--- config.mk ---
export PLATFORM = sky130hd
export DESIGN_NAME = snn_inference_sequencer
export DESIGN_NICKNAME = d
export VERILOG_FILES = /design/src/rtl/snn_inference_sequencer.sv
export SDC_FILE = /design/constraint.sdc
export NUM_CORES = 1
export LEC_CHECK = 0
export BUFFER_PORTS_ARGS = -buffer_cell sky130_fd_sc_hd__buf_2
export CAP_MARGIN = 20
export CORE_ASPECT_RATIO = 1.2
export CORE_MARGIN = 5
export CORE_UTILIZATION = 45
export DETAILED_ROUTE_END_ITERATION = 6
export PLACE_DENSITY = 0.69
export SYNTH_ARGS = -nofsm -noshare
export SYNTH_HDL_FRONTEND = slang
export SYNTH_SLANG_ARGS = --single-unit
--- constraint.sdc ---
create_clock -name clk_i -period 3.8 [get_ports clk_i]
set_clock_uncertainty 0.15 [all_clocks]
set_input_delay 0.38 -clock clk_i [delete_from_list [all_inputs] [get_ports clk_i]]
set_output_delay 0.38 -clock clk_i [all_outputs]
set_load 0.02 [all_outputs]
--- src/rtl/snn_inference_sequencer.sv ---
// snn_inference_sequencer
// Sequences one spiking-network inference. It clears the network, then drives
// the captured sample for NUM_STEPS timesteps. Next it scans the class
// accumulators for the largest value, with the lowest index winning a tie.
// The winner is held in DONE until the consumer accepts it.
module snn_inference_sequencer #(
  parameter int NUM_SYNAPSES = 10,
  parameter int WIDTH_P      = 8,
  parameter int NUM_STEPS    = 16,
  parameter int IDX_W        = 4
) (
  input  logic               clk_i,
  input  logic               rst_ni,
  input  logic               start_i,
  input  logic [WIDTH_P-1:0] sample_i,
  input  logic               abort_i,
  output logic               ready_o,
  output logic               net_clear_o,
  output logic               net_en_o,
  output logic [WIDTH_P-1:0] net_data_o,
  output logic [IDX_W-1:0]   acc_sel_o,
  input  logic [WIDTH_P-1:0] acc_data_i,
  output logic               result_valid_o,
  input  logic               result_ready_i,
  output logic [IDX_W-1:0]   result_class_o,
  output logic [WIDTH_P-1:0] result_value_o,
  output logic               no_spike_o
);

  typedef enum logic [2:0] {
    S_IDLE  = 3'd0,
    S_CLEAR = 3'd1,
    S_RUN   = 3'd2,
    S_SCAN  = 3'd3,
    S_DONE  = 3'd4
  } state_t;

  state_t             r_state;
  logic [7:0]         r_step_cnt;
  logic [WIDTH_P-1:0] r_sample_q;
  logic [WIDTH_P-1:0] r_best_val;
  logic [IDX_W-1:0]   r_best_idx;

  logic               r_ready;
  logic               r_net_clear;
  logic               r_net_en;
  logic [WIDTH_P-1:0] r_net_data;
  logic [IDX_W-1:0]   r_acc_sel;
  logic               r_result_valid;
  logic [IDX_W-1:0]   r_result_class;
  logic [WIDTH_P-1:0] r_result_value;
  logic               r_no_spike;

  logic               w_take;
  logic [WIDTH_P-1:0] w_best_val;
  logic [IDX_W-1:0]   w_best_idx;
  logic               w_to_idle;

  // Running arg-max: a strictly greater raw value replaces the current best
  always_comb begin
    w_take     = 1'b0;
    w_best_val = r_best_val;
    w_best_idx = r_best_idx;
    if (acc_data_i > r_best_val) begin
      w_take     = 1'b1;
      w_best_val = acc_data_i;
      w_best_idx = r_acc_sel;
    end else begin
      w_take     = 1'b0;
      w_best_val = r_best_val;
      w_best_idx = r_best_idx;
    end
  end

  // Return-to-idle decision: abort wins everywhere outside IDLE, then the result handshake
  always_comb begin
    w_to_idle = 1'b0;
    case (r_state)
      S_IDLE:                  w_to_idle = 1'b0;
      S_CLEAR, S_RUN, S_SCAN:  w_to_idle = abort_i;
      S_DONE:                  w_to_idle = abort_i | result_ready_i;
      default:                 w_to_idle = 1'b1;
    endcase
  end

  // Sequencer FSM with all outputs registered
  always_ff @(posedge clk_i or negedge rst_ni) begin
    if (!rst_ni) begin
      r_state        <= S_IDLE;
      r_step_cnt     <= 8'd0;
      r_sample_q     <= '0;
      r_best_val     <= '0;
      r_best_idx     <= '0;
      r_ready        <= 1'b1;
      r_net_clear    <= 1'b0;
      r_net_en       <= 1'b0;
      r_net_data     <= '0;
      r_acc_sel      <= '0;
      r_result_valid <= 1'b0;
      r_result_class <= '0;
      r_result_value <= '0;
      r_no_spike     <= 1'b0;
    end else if (w_to_idle) begin
      r_state        <= S_IDLE;
      r_step_cnt     <= 8'd0;
      r_ready        <= 1'b1;
      r_net_clear    <= 1'b0;
      r_net_en       <= 1'b0;
      r_net_data     <= '0;
      r_acc_sel      <= '0;
      r_result_valid <= 1'b0;
      r_result_class <= '0;
      r_result_value <= '0;
      r_no_spike     <= 1'b0;
    end else begin
      case (r_state)
        S_IDLE: begin
          if (start_i && !abort_i) begin
            r_sample_q  <= sample_i;
            r_state     <= S_CLEAR;
            r_ready     <= 1'b0;
            r_net_clear <= 1'b1;
          end else begin
            r_ready     <= 1'b1;
            r_net_clear <= 1'b0;
          end
        end
        S_CLEAR: begin
          r_state     <= S_RUN;
          r_step_cnt  <= 8'd0;
          r_net_clear <= 1'b0;
          r_net_en    <= 1'b1;
          r_net_data  <= r_sample_q;
        end
        S_RUN: begin
          if (r_step_cnt == 8'(NUM_STEPS - 1)) begin
            r_state    <= S_SCAN;
            r_step_cnt <= 8'd0;
            r_net_en   <= 1'b0;
            r_net_data <= '0;
            r_acc_sel  <= '0;
            r_best_val <= '0;
            r_best_idx <= '0;
          end else begin
            r_step_cnt <= r_step_cnt + 8'd1;
          end
        end
        S_SCAN: begin
          r_best_val <= w_best_val;
          r_best_idx <= w_best_idx;
          if (r_acc_sel == IDX_W'(NUM_SYNAPSES - 1)) begin
            // Last compare is folded straight into the presented result
            r_state        <= S_DONE;
            r_acc_sel      <= '0;
            r_result_valid <= 1'b1;
            r_result_class <= w_best_idx;
            r_result_value <= w_best_val;
            r_no_spike     <= (w_best_val == '0);
          end else begin
            r_acc_sel <= r_acc_sel + IDX_W'(1);
          end
        end
        S_DONE: begin
          r_result_valid <= 1'b1;
        end
        default: begin
          r_state <= S_IDLE;
          r_ready <= 1'b1;
        end
      endcase
    end
  end

  assign ready_o        = r_ready;
  assign net_clear_o    = r_net_clear;
  assign net_en_o       = r_net_en;
  assign net_data_o     = r_net_data;
  assign acc_sel_o      = r_acc_sel;
  assign result_valid_o = r_result_valid;
  assign result_class_o = r_result_class;
  assign result_value_o = r_result_value;
  assign no_spike_o     = r_no_spike;

endmodule

==> results.txt, run 1 <==
Run status -> completed
Number of maximum-capacitance violations -> 0
Overall die area -> 8770 sq um
Most frequent cells after synthesis -> 59 x sky130_fd_sc_hd__dfrtp_1, 30 x sky130_fd_sc_hd__nand2_1, 29 x sky130_fd_sc_hd__o21ai_0
Vias/cell -> 5.69
Hold WC Path Type -> input pin to flip-flop
Fin crit share -> 69.4%
Part of the Yosys area used for sequential elements -> 47.8%
Synth top area share -> 47.0%
Maximum vdd ir drop -> 417 uV
Initial cell density of the core -> 46.2%
Global routing usage summed across all routing layers -> 17.9%
Worst reg2reg startpoint -> r_best_val[3]$_DFFE_PN0P_
Clk_lat worst skew -> 0.34 ns
Highest achievable clock rate -> 379 MHz
Final instance area -> 3640 sq um
First-pass GRT wire length -> 12500 um
Final hold violation count -> 0
Post-synthesis average cell area -> 9.92 sq um
Number of synthesized flops with an enable pin -> 0
Library cell occupying the most area in the post-synthesis netlist -> sky130_fd_sc_hd__dfrtp_1
Resized cells post-CTS -> 0
Synth warnings -> 0
Logic depth of the worst register-to-register path -> 7
CTS Sinks -> 60
Clock-pin transition on the worst setup and hold timing paths -> 0.07 ns
Final Max Tran Viols -> 0
Worst hold path endpoint -> r_sample_q[2]$_DFFE_PN0P_
Antenna violations before repair -> 0
Placed Cells incl. Taps -> 442
Final Core Density -> 53.5%
Hpwl dp -> 5290 um
Register-to-Register Setup Slack -> 1.16 ns
Final estimated routing congestion in global placement -> 0.922
Antenna viol nets, final -> 0
Number of rows created at floorplan -> 33
Leak -> 1.82 nW
Largest net degree at the start of global routing -> 36
Cell chosen for the clock root -> sky130_fd_sc_hd__clkbuf_8
Worst rel slew slack -> 45.8%
Ys async rst share -> 100%
Worst-Margin Slew -> 0.811 ns
CP Data Arrival Time -> 2.73 ns
Routed wire length -> 7170 um
Required time at the endpoint of the critical path -> 3.90 ns
Number of global-route vias before repair -> 2638
Area of the placeable core -> 6810 sq um
Count of non-filler cells in the finished layout -> 457
Total cell area at the placement stage -> 3440 sq um
Fin Setup TNS -> 0 ns
Kind of launch point of the worst setup path -> flip-flop
Number of fill cells -> 612
Maximum level of the CTS H-tree -> 3
Post-synthesis to final-layout area growth -> 15.8%
Synth area leaders -> sky130_fd_sc_hd__dfrtp_1 47%, sky130_fd_sc_hd__o21ai_0 4.6%, sky130_fd_sc_hd__ha_1 4.4%
Crit. End Element -> flip-flop
Pre-Repair DR Iteration Count -> 4
Total power density per cell area -> 657 nW/um^2
Total clock buffers created by CTS -> 9
Clock tree from TritonCTS -> yes
Number of I/O pins -> 50
Die Span X -> 86.3 um
Setup violators final -> 0
Number of input and output port buffers inserted -> 49
Number of diodes added for antenna fixing -> 0
WL per Instance -> 15.7 um
Time the final worst path needs with I/O delays and setup -> 2.64 ns
Layout cells sized above 1 -> 22.7%
Critical hold path startpoint -> sample_i[2]
Number of cells traversed by the worst hold path -> 2
Reg area -> 1500 sq um
Synth Cell Area -> 3140 sq um
Hold Worst Slack -> 0.121 ns
Crit-path max FO -> 13
DRC violation count after routing -> 0
Setup repair after global routing missed its margin -> no
Primary flip-flop cell chosen by synthesis mapping -> sky130_fd_sc_hd__dfrtp_1
Worst Path Class, Setup -> flip-flop to flip-flop
Post-synthesis cell count -> 317
Net total in the final layout -> 399
Most frequent cell after synthesis -> sky130_fd_sc_hd__dfrtp_1
Global route overflow -> 0
Post-synthesis sequential element count -> 60
Footprint of the multi-input gates -> 1500 sq um
Overall die height -> 102 um
Clk buf depth -> 2
Crit Reg-Reg Endpoint -> r_best_val[7]$_DFFE_PN0P_
Syn nets -> 349
Distinct cell type count after synthesis -> 51
Vias after detailed routing -> 2601
DRC marker count from the first detailed-route iteration -> 165
## flip-flops by register name, summed over array words and instances (netlist names)
| name | count |
|---|---|
| r_state | 3 |
| net_data_o | 8 |
| result_valid_o | 1 |
| r_step_cnt | 8 |
| result_value_o | 8 |
| no_spike_o | 1 |
| r_best_val | 8 |
| acc_sel_o | 4 |
| net_en_o | 1 |
| ready_o | 1 |
| result_class_o | 4 |
| r_sample_q | 8 |
| net_clear_o | 1 |
| r_best_idx | 4 |
## what timing repair did
| action | 4_1_cts | 5_1_grt |
|---|---|---|
| buffers inserted | 0 | 0 |
| endpoints found under the hold margin | 34 | 0 |
| hold buffers | 1 | 0 |
## stage by stage
| stage | total power (W) | setup slack, ns |
|---|---|---|
| global route | 0.00257 | 0.933 |
| CTS | 0.00241 | 1.18 |
| global placement | 0.00182 | 1.19 |
| floorplan | 0.00161 | 1.74 |
| finish | 0.00239 | 1.16 |
| detailed placement | 0.00184 | 1.14 |
## power breakdown
group / internal (W) / total, W / switching (W)
Clock: 0.000313 / 0.000556 / 0.000243
Sequential: 0.000810 / 0.000986 / 0.000176
Combinational: 0.000332 / 0.000849 / 0.000518
Total: 0.00145 / 0.00239 / 0.000937
## metal layers
metal	global-route usage, %	vias up	share of wire, %
li1	-	1253	-
met4	6.95	0	1.1
met3	4.31	8	5.6
met2	29.3	61	48
met5	0	-	0
met1	23.0	1279	45
## cell families (layout without fill, tap and decap cells)
logic type	Yosys count	count (layout)	synth area share, %
simple gates	103	103	17.6
mux	20	20	6.69
compound gates	88	88	18.3
flops	60	60	47.8
buf+inv	32	85	4.38
xor+xnor	3	3	0.836
fa+ha+maj	11	11	4.38
## cells in the final DEF (no fill, tap or decap), drive strengths merged, types with 8 or more instances in the layout
cell	Yosys	layout
nand3	16	16
ha	11	11
nor2	17	17
mux2i	12	12
nand2	30	30
inv	20	20
dfrtp	59	59
o21ai	36	36
a22o	9	9
clkbuf	5	10
a21oi	12	12
mux2	8	8
buf	7	50
## cell type report
type                    count  share of cell area, %
flip-flops and latches     60                   41.3
repair buffers             51                   7.21
inverters                  20                   2.06
well taps                  87                   2.99
clock inverters             4                   1.41
multi-input cells         225                   41.3
clock buffers              10                   3.78
## critical path, stage by stage (launching register included)
cell,delay (ns)
sky130_fd_sc_hd__dfrtp_1,0.41
sky130_fd_sc_hd__inv_1,0.06
sky130_fd_sc_hd__ha_1,0.32
sky130_fd_sc_hd__nand4_1,0.21
sky130_fd_sc_hd__nor2_1,0.23
sky130_fd_sc_hd__nor2_1,0.22
sky130_fd_sc_hd__o21ai_2,0.66
sky130_fd_sc_hd__mux2i_1,0.27
## worst max path at each step
stage                               from                        end  slack [ns]  cells past startpoint
2_1_floorplan  r_best_val[3]$_DFFE_PN0P_  r_best_idx[0]$_DFFE_PN0P_        1.74                      7
3_3_place_gp               acc_data_i[3]  r_best_val[5]$_DFFE_PN0P_        1.19                      6
3_5_place_dp               acc_data_i[3]  r_best_val[2]$_DFFE_PN0P_        1.14                      7
4_1_cts        r_best_val[3]$_DFFE_PN0P_  r_best_val[4]$_DFFE_PN0P_        1.18                      7
5_1_grt        r_best_val[3]$_DFFE_PN0P_  r_best_val[2]$_DFFE_PN0P_        0.93                      7
6_report       r_best_val[3]$_DFFE_PN0P_  r_best_val[7]$_DFFE_PN0P_        1.16                      7
Power figures use the tool's default switching activity.
==> run 2, diff against run 1 <==
clock period = 2.7 ns   (was 3.8 ns; I/O delays follow)
==> run 2 against run 1 <==
  * Via count rose by 1.5%
  * Utilization rose by 2.3 points
  * Cell count rose by 3.3%
  * Critical path depth did not move
  * Clock power rose by 64%
  * Sequential power rose by 39%
  * Hold slack got worse by 0.11 ns
  * Setup slack got worse by 0.93 ns
  * Non-clock buffer count rose by 13
  * Combinational power rose by 51%
  * First-iteration DRC count fell by 21%
  * Critical path type unchanged
  * Largest cell class unchanged
==> results.txt, run 2 (synthesized netlist as in run 1, its figures left out) <==
CTS Sinks -> 60 (unchanged)
Fin crit share -> 91.3% (+22 points)
Global routing usage summed across all routing layers -> 19.1% (+1.1 points)
Clk buf depth -> 2 (unchanged)
Most frequent standard cell in the layout excluding fill and tap cells -> sky130_fd_sc_hd__dfrtp_1
Total power density per cell area -> 938 nW/um^2 (+43%)
DRC marker count from the first detailed-route iteration -> 130 (-21%)
Clock tree from TritonCTS -> yes
Die Span X -> 86.3 um (unchanged)
Number of rows created at floorplan -> 33 (unchanged)
Crit-path max FO -> 12 (-1)
Met3 Track Usage GR -> 5.45% (+1.1 points)
Maximum level of the CTS H-tree -> 3 (unchanged)
Global route overflow -> 0 (unchanged)
CP Data Arrival Time -> 2.57 ns (-0.16 ns)
Clock-pin transition on the worst setup and hold timing paths -> 0.07 ns (about the same)
Layout cells sized above 1 -> 24.2% (+1.5 points)
Antenna viol nets, final -> 0 (unchanged)
Met1 routing resource usage after global routing -> 24.2% (+1.1 points)
Hpwl dp -> 5380 um (+1.7%)
Vias after detailed routing -> 2641 (+1.5%)
Number of global-route vias before repair -> 2820 (+6.9%)
Final estimated routing congestion in global placement -> 0.855 (-7.3%)
Cell chosen for the clock root -> sky130_fd_sc_hd__clkbuf_8
Worst rel slew slack -> 46.1% (+0.33 points)
Commonest non-fill, non-tap cells in the layout -> 59 x sky130_fd_sc_hd__dfrtp_1, 49 x sky130_fd_sc_hd__buf_2, 30 x sky130_fd_sc_hd__nand2_1
Clk_lat worst skew -> 0.35 ns (about the same)
Overall die height -> 102 um (unchanged)
Final Max Tran Viols -> 0 (unchanged)
Maximum vdd ir drop -> 531 uV (+27%)
Final hold violation count -> 0 (unchanged)
Met2 demand-to-capacity share in global routing -> 30.3% (+1.0 points)
Number of I/O pins -> 50 (unchanged)
Required time at the endpoint of the critical path -> 2.81 ns (-1.09 ns)
Setup violators final -> 0 (unchanged)
Footprint of the multi-input gates -> 1500 sq um (unchanged)
Most utilized layer in the global route result -> met2
Number of input and output port buffers inserted -> 49 (unchanged)
Largest net degree at the start of global routing -> 35 (-2.8%)
Area of the placeable core -> 6810 sq um (unchanged)
Overall die area -> 8770 sq um (unchanged)
Setup repair after global routing missed its margin -> no
Crit. End Element -> flip-flop
WL per Instance -> 16.2 um (+3.0%)
Highest achievable clock rate -> 406 MHz (+6.9%)
Number of fill cells -> 610 (-0.33%)
Initial cell density of the core -> 46.2% (unchanged)
Routed wire length -> 7630 um (+6.4%)
Antenna violations before repair -> 0 (unchanged)
Total clock buffers created by CTS -> 9 (unchanged)
Pre-Repair DR Iteration Count -> 4 (unchanged)
Reg area -> 1500 sq um (unchanged)
Worst-Margin Slew -> 0.808 ns (-0.00297 ns)
Resized cells post-CTS -> 0 (unchanged)
Total cell area at the placement stage -> 3510 sq um (+1.9%)
Worst Path Class, Setup -> flip-flop to flip-flop
DRC violation count after routing -> 0 (unchanged)
Net total in the final layout -> 412 (+3.3%)
Fin Setup TNS -> 0 ns (unchanged)
First-pass GRT wire length -> 13100 um (+5.0%)
Final instance area -> 3800 sq um (+4.4%)
Number of diodes added for antenna fixing -> 0 (unchanged)
Time the final worst path needs with I/O delays and setup -> 2.47 ns (-0.171 ns)
Kind of launch point of the worst setup path -> flip-flop
Leak -> 1.90 nW (+4.5%)
Run status -> completed
Post-synthesis to final-layout area growth -> 20.9%
Number of maximum-capacitance violations -> 0 (unchanged)
Vias/cell -> 5.60 (-1.7%)
Hold WC Path Type -> input pin to flip-flop
run 2: changes by cell type in the layout (fill, tap and decap cells not counted):
| cell | change |
|---|---|
| sky130_fd_sc_hd__buf_12 | +1 |
| sky130_fd_sc_hd__buf_4 | +6 |
| sky130_fd_sc_hd__dlygate4sd3_1 | +6 |
| sky130_fd_sc_hd__bufinv_16 | +1 |
| sky130_fd_sc_hd__clkbuf_8 | -1 |
| sky130_fd_sc_hd__clkinv_4 | +1 |
| sky130_fd_sc_hd__inv_6 | +1 |
run 2: repair_timing:
action,CTS,global route
endpoints found under the setup margin,0,0
buffers inserted,0,0
hold endpoints to repair,32,0
hold buffers,7,0
run 2: path summary, 6_finish.rpt:
check | start | to | slack, ns | depth (start not counted)
max in group asynchronous | rst_ni | ready_o$_DFFE_PN1P_ | 1.39 | 3
min in group asynchronous | rst_ni | result_value_o[6]$_DFFE_PN0P_ | 0.33 | 2
max reg2reg | r_best_val[7]$_DFFE_PN0P_ | r_best_idx[0]$_DFFE_PN0P_ | 0.23 | 7
min | sample_i[4] | r_sample_q[4]$_DFFE_PN0P_ | 0.01 | 2
max | r_best_val[7]$_DFFE_PN0P_ | r_best_idx[0]$_DFFE_PN0P_ | 0.23 | 7
min reg2reg | result_class_o[3]$_DFFE_PN0P_ | result_class_o[3]$_DFFE_PN0P_ | 0.33 | 2
run 2: metrics by stage:
stage                     utilization, %  power (W)  cells  setup slack [ns]  hold slack, ns
after floorplan                        -    0.00226    317             0.636          -0.176
after global routing                55.8    0.00382    472            0.0178          0.0132
after CTS                           55.8    0.00358    472             0.221         0.00573
after global placement              51.5    0.00261    449             0.345           0.177
after detailed placement            51.5    0.00264    449             0.281           0.190
final                               55.8    0.00356    472             0.235          0.0137
run 2: power by group:
| group | total, W | internal [W] | switching, W |
|---|---|---|---|
| clock | 0.000914 | 0.000524 | 0.000390 |
| combinational | 0.00128 | 0.000509 | 0.000768 |
| sequential | 0.00137 | 0.00114 | 0.000233 |
run 2: final cells by class:
class                      count  area share [%]
multi-input combinational    225            39.6
sequential                    60            39.5
timing repair buffer          64            10.2
clock buffer                   9            3.26
tap                           87            2.86
clock inverter                 7            2.60
inverter                      20            1.97
run 2: metal layers:
layer | vias to the layer above | wire, um
li1 | 1278 | -
met4 | 0 | 141
met5 | - | 0
met2 | 69 | 3650
met1 | 1279 | 3400
met3 | 15 | 443
run 2: worst max-delay path: stages, from the launching register on:
cell	delay (ns)
sky130_fd_sc_hd__dfrtp_1	0.41
sky130_fd_sc_hd__inv_1	0.08
sky130_fd_sc_hd__ha_1	0.32
sky130_fd_sc_hd__nand4_1	0.20
sky130_fd_sc_hd__nor2_1	0.19
sky130_fd_sc_hd__nor2_1	0.10
sky130_fd_sc_hd__o21ai_2	0.64
sky130_fd_sc_hd__mux2i_1	0.29
==> run 3, diff against run 2 <==
BUFFER_PORTS_ARGS = unset   (was -buffer_cell sky130_fd_sc_hd__buf_2)
CELL_PAD_IN_SITES_DETAIL_PLACEMENT = 1   (was unset)
CELL_PAD_IN_SITES_GLOBAL_PLACEMENT = 2   (was unset)
CORE_UTILIZATION = 40   (was 45)
DONT_BUFFER_PORTS = 1   (was unset)
PLACE_DENSITY = 0.82   (was 0.69)
==> run 3 against run 2 <==
  * First-iteration DRC count down 11%
  * Wire length increased by 16%
  * Clock power shrank 17%
  * Maximum frequency increased by 1.2%
  * Sequential power grew 10%
  * Utilization fell by 8.0 points
  * Setup slack gained 0.028 ns
  * Via count fell by 1.9%
  * Cell area shrank 3.6%
  * Sequential share of layout area up 1.5 points
  * Global-route usage increased by 0.16 points
  * Largest power group unchanged
==> results.txt, run 3 (synthesized netlist as in run 1, its figures left out) <==
Most frequent standard cell in the layout excluding fill and tap cells -> sky130_fd_sc_hd__dfrtp_1
Clk buf depth -> 2 (unchanged)
Switching power -> 0.00143 W (+2.6%)
Global routing usage summed across all routing layers -> 19.2% (+0.16 points)
Clk_lat worst skew -> 0.35 ns (about the same)
DRC marker count from the first detailed-route iteration -> 116 (-11%)
Hold Worst Slack -> 0.0203 ns (+0.00659 ns)
Post-synthesis to final-layout area growth -> 16.6%
Number of rows created at floorplan -> 35 (+6.1%)
Share of power burned in registers -> 44.6% (+6.1 points)
Antenna viol nets, final -> 0 (unchanged)
Worst Path Class, Setup -> flip-flop to flip-flop
Run status -> completed
Routed wire length -> 8840 um (+16%)
Final Core Density -> 47.8% (-8.0 points)
Maximum vdd ir drop -> 499 uV (-6.0%)
CP delay by family, top -> simple AND/OR/NAND/NOR gates
First-pass GRT wire length -> 14900 um (+13%)
Number of fill cells -> 871 (+43%)
Hpwl dp -> 6160 um (+14%)
DRC violation count after routing -> 0 (unchanged)
Highest achievable clock rate -> 410 MHz (+1.2%)
Proportion of power drawn by the clock network -> 22.5% (-3.1 points)
Clock tree from TritonCTS -> yes
Area of the placeable core -> 7660 sq um (+12%)
Net total in the final layout -> 376 (-8.7%)
Crit. End Element -> flip-flop
Peak per-stage delay on the critical path -> 0.57 ns (-0.07 ns)
Clock-pin transition on the worst setup and hold timing paths -> 0.08 ns (about the same)
Layout cells sized above 1 -> 12.9% (-11 points)
Fin crit share -> 90.3% (-1.0 points)
Cell chosen for the clock root -> sky130_fd_sc_hd__clkbuf_8
Initial cell density of the core -> 41.0% (-5.1 points)
Largest net degree at the start of global routing -> 61 (+74%)
CP Data Arrival Time -> 2.55 ns (-0.02 ns)
Number of diodes added for antenna fixing -> 0 (unchanged)
Worst-Margin Slew -> 0.577 ns (-0.231 ns)
Final estimated routing congestion in global placement -> 0.780 (-8.8%)
CTS Sinks -> 60 (unchanged)
Net switching share of the total power -> 42.1% (+3.1 points)
Overall die area -> 9740 sq um (+11%)
Die Span X -> 90.9 um (+5.4%)
Total clock buffers created by CTS -> 9 (unchanged)
Setup violators final -> 0 (unchanged)
Final hold violation count -> 0 (unchanged)
Internal power -> 0.00196 W (-9.8%)
Setup repair after global routing missed its margin -> no
Overall die height -> 107 um (+5.5%)
Pre-Repair DR Iteration Count -> 4 (unchanged)
Total power density per cell area -> 924 nW/um^2 (-1.4%)
Total buffers and inverters traversed by the critical path -> 1 (unchanged)
Time the final worst path needs with I/O delays and setup -> 2.44 ns (-0.0282 ns)
Vias after detailed routing -> 2592 (-1.9%)
Number of input and output port buffers inserted -> 0 (-100%)
Slowest cell on crit path -> sky130_fd_sc_hd__dfrtp_1
Number of maximum-capacitance violations -> 0 (unchanged)
Crit-path max FO -> 16 (+4)
Number of I/O pins -> 50 (unchanged)
Required time at the endpoint of the critical path -> 2.81 ns (about the same)
Worst rel slew slack -> 61.4% (+15 points)
Hold WC Path Type -> input pin to flip-flop
Global route overflow -> 0 (unchanged)
Kind of launch point of the worst setup path -> flip-flop
Combinational share of power -> 32.9% (-3.0 points)
Cells along the critical path -> inv_1 > ha_1 > and3b_1 > and3_1 > nor2_1 > nand2_1 > o211ai_1
Leak -> 1.70 nW (-10%)
Fin Setup TNS -> 0 ns (unchanged)
Antenna violations before repair -> 0 (unchanged)
Number of global-route vias before repair -> 2838 (+0.64%)
Maximum level of the CTS H-tree -> 3 (unchanged)
Commonest non-fill, non-tap cells in the layout -> 59 x sky130_fd_sc_hd__dfrtp_1, 30 x sky130_fd_sc_hd__nand2_1, 29 x sky130_fd_sc_hd__o21ai_0
Final Max Tran Viols -> 0 (unchanged)
Vias/cell -> 5.88 (+5.0%)
WL per Instance -> 20.0 um (+24%)
-- run 3: layer usage --
layer  wire (um)  vias to the layer above  track usage (%)
met2        4470                       69             32.3
met5           0                        -                0
met3         434                       22             4.98
met4         219                        0             8.18
met1        3710                     1300             23.1
li1            -                     1201                -
-- run 3: power groups by stage --
stage	sequential (W)	combinational, W	clock [W]
global route	0.00154	0.00125	0.000830
CTS	0.00151	0.00112	0.000785
detailed placement	0.00153	0.00106	0
global placement	0.00151	0.00102	0
floorplan	0.00141	0.000847	0
finish	0.00151	0.00112	0.000762
-- run 3: worst paths after layout --
check,start,end,slack (ns),cells after the start
worst max-delay path,acc_sel_o[1]$_DFFE_PN0P_,result_class_o[1]$_DFFE_PN0P_,0.26,7
worst min-delay path,abort_i,net_data_o[2]$_DFFE_PN0P_,0.02,2
worst max register to register,acc_sel_o[1]$_DFFE_PN0P_,result_class_o[1]$_DFFE_PN0P_,0.26,7
worst min register to register,r_sample_q[4]$_DFFE_PN0P_,net_data_o[4]$_DFFE_PN0P_,0.35,1
max in group asynchronous,rst_ni,ready_o$_DFFE_PN1P_,1.82,2
min in group asynchronous,rst_ni,net_data_o[5]$_DFFE_PN0P_,0.29,2
-- run 3: area by class of cell --
| type | count | area [sq um] | share of cell area, % |
|---|---|---|---|
| Clock buffer | 9 | 124 | 3.38 |
| Sequential cell | 60 | 1500 | 41.0 |
| Clock inverter | 7 | 58.8 | 1.60 |
| Inverter | 20 | 75.1 | 2.05 |
| Tap cell | 92 | 115 | 3.14 |
| Timing Repair Buffer | 28 | 278 | 7.58 |
| Multi-Input combinational cell | 225 | 1510 | 41.2 |
-- run 3: through the flow --
step	power [W]	instance area (sq um)	setup slack, ns	cells
after detailed placement	0.00258	3260	0.201	405
after global placement	0.00253	3260	0.296	405
after global routing	0.00363	3660	0.0684	441
after floorplan	0.00226	3140	0.636	317
after CTS	0.00341	3660	0.135	441
final	0.00339	3660	0.263	441
-- run 3: timing repair --
item | CTS | global route
resized for setup | 0 | 1
buffers inserted | 0 | 0
hold buffers | 20 | 0
endpoints found under the setup margin | 0 | 6
endpoints found under the hold margin | 87 | 0
-- run 3: worst reg2reg max path: cells and delay by family (launching register included) --
family	cells	cell delay (ns)
compound gates	1	0.11
buf+inv	1	0.16
fa+ha+maj	1	0.22
flops	1	0.57
simple gates	4	1.16
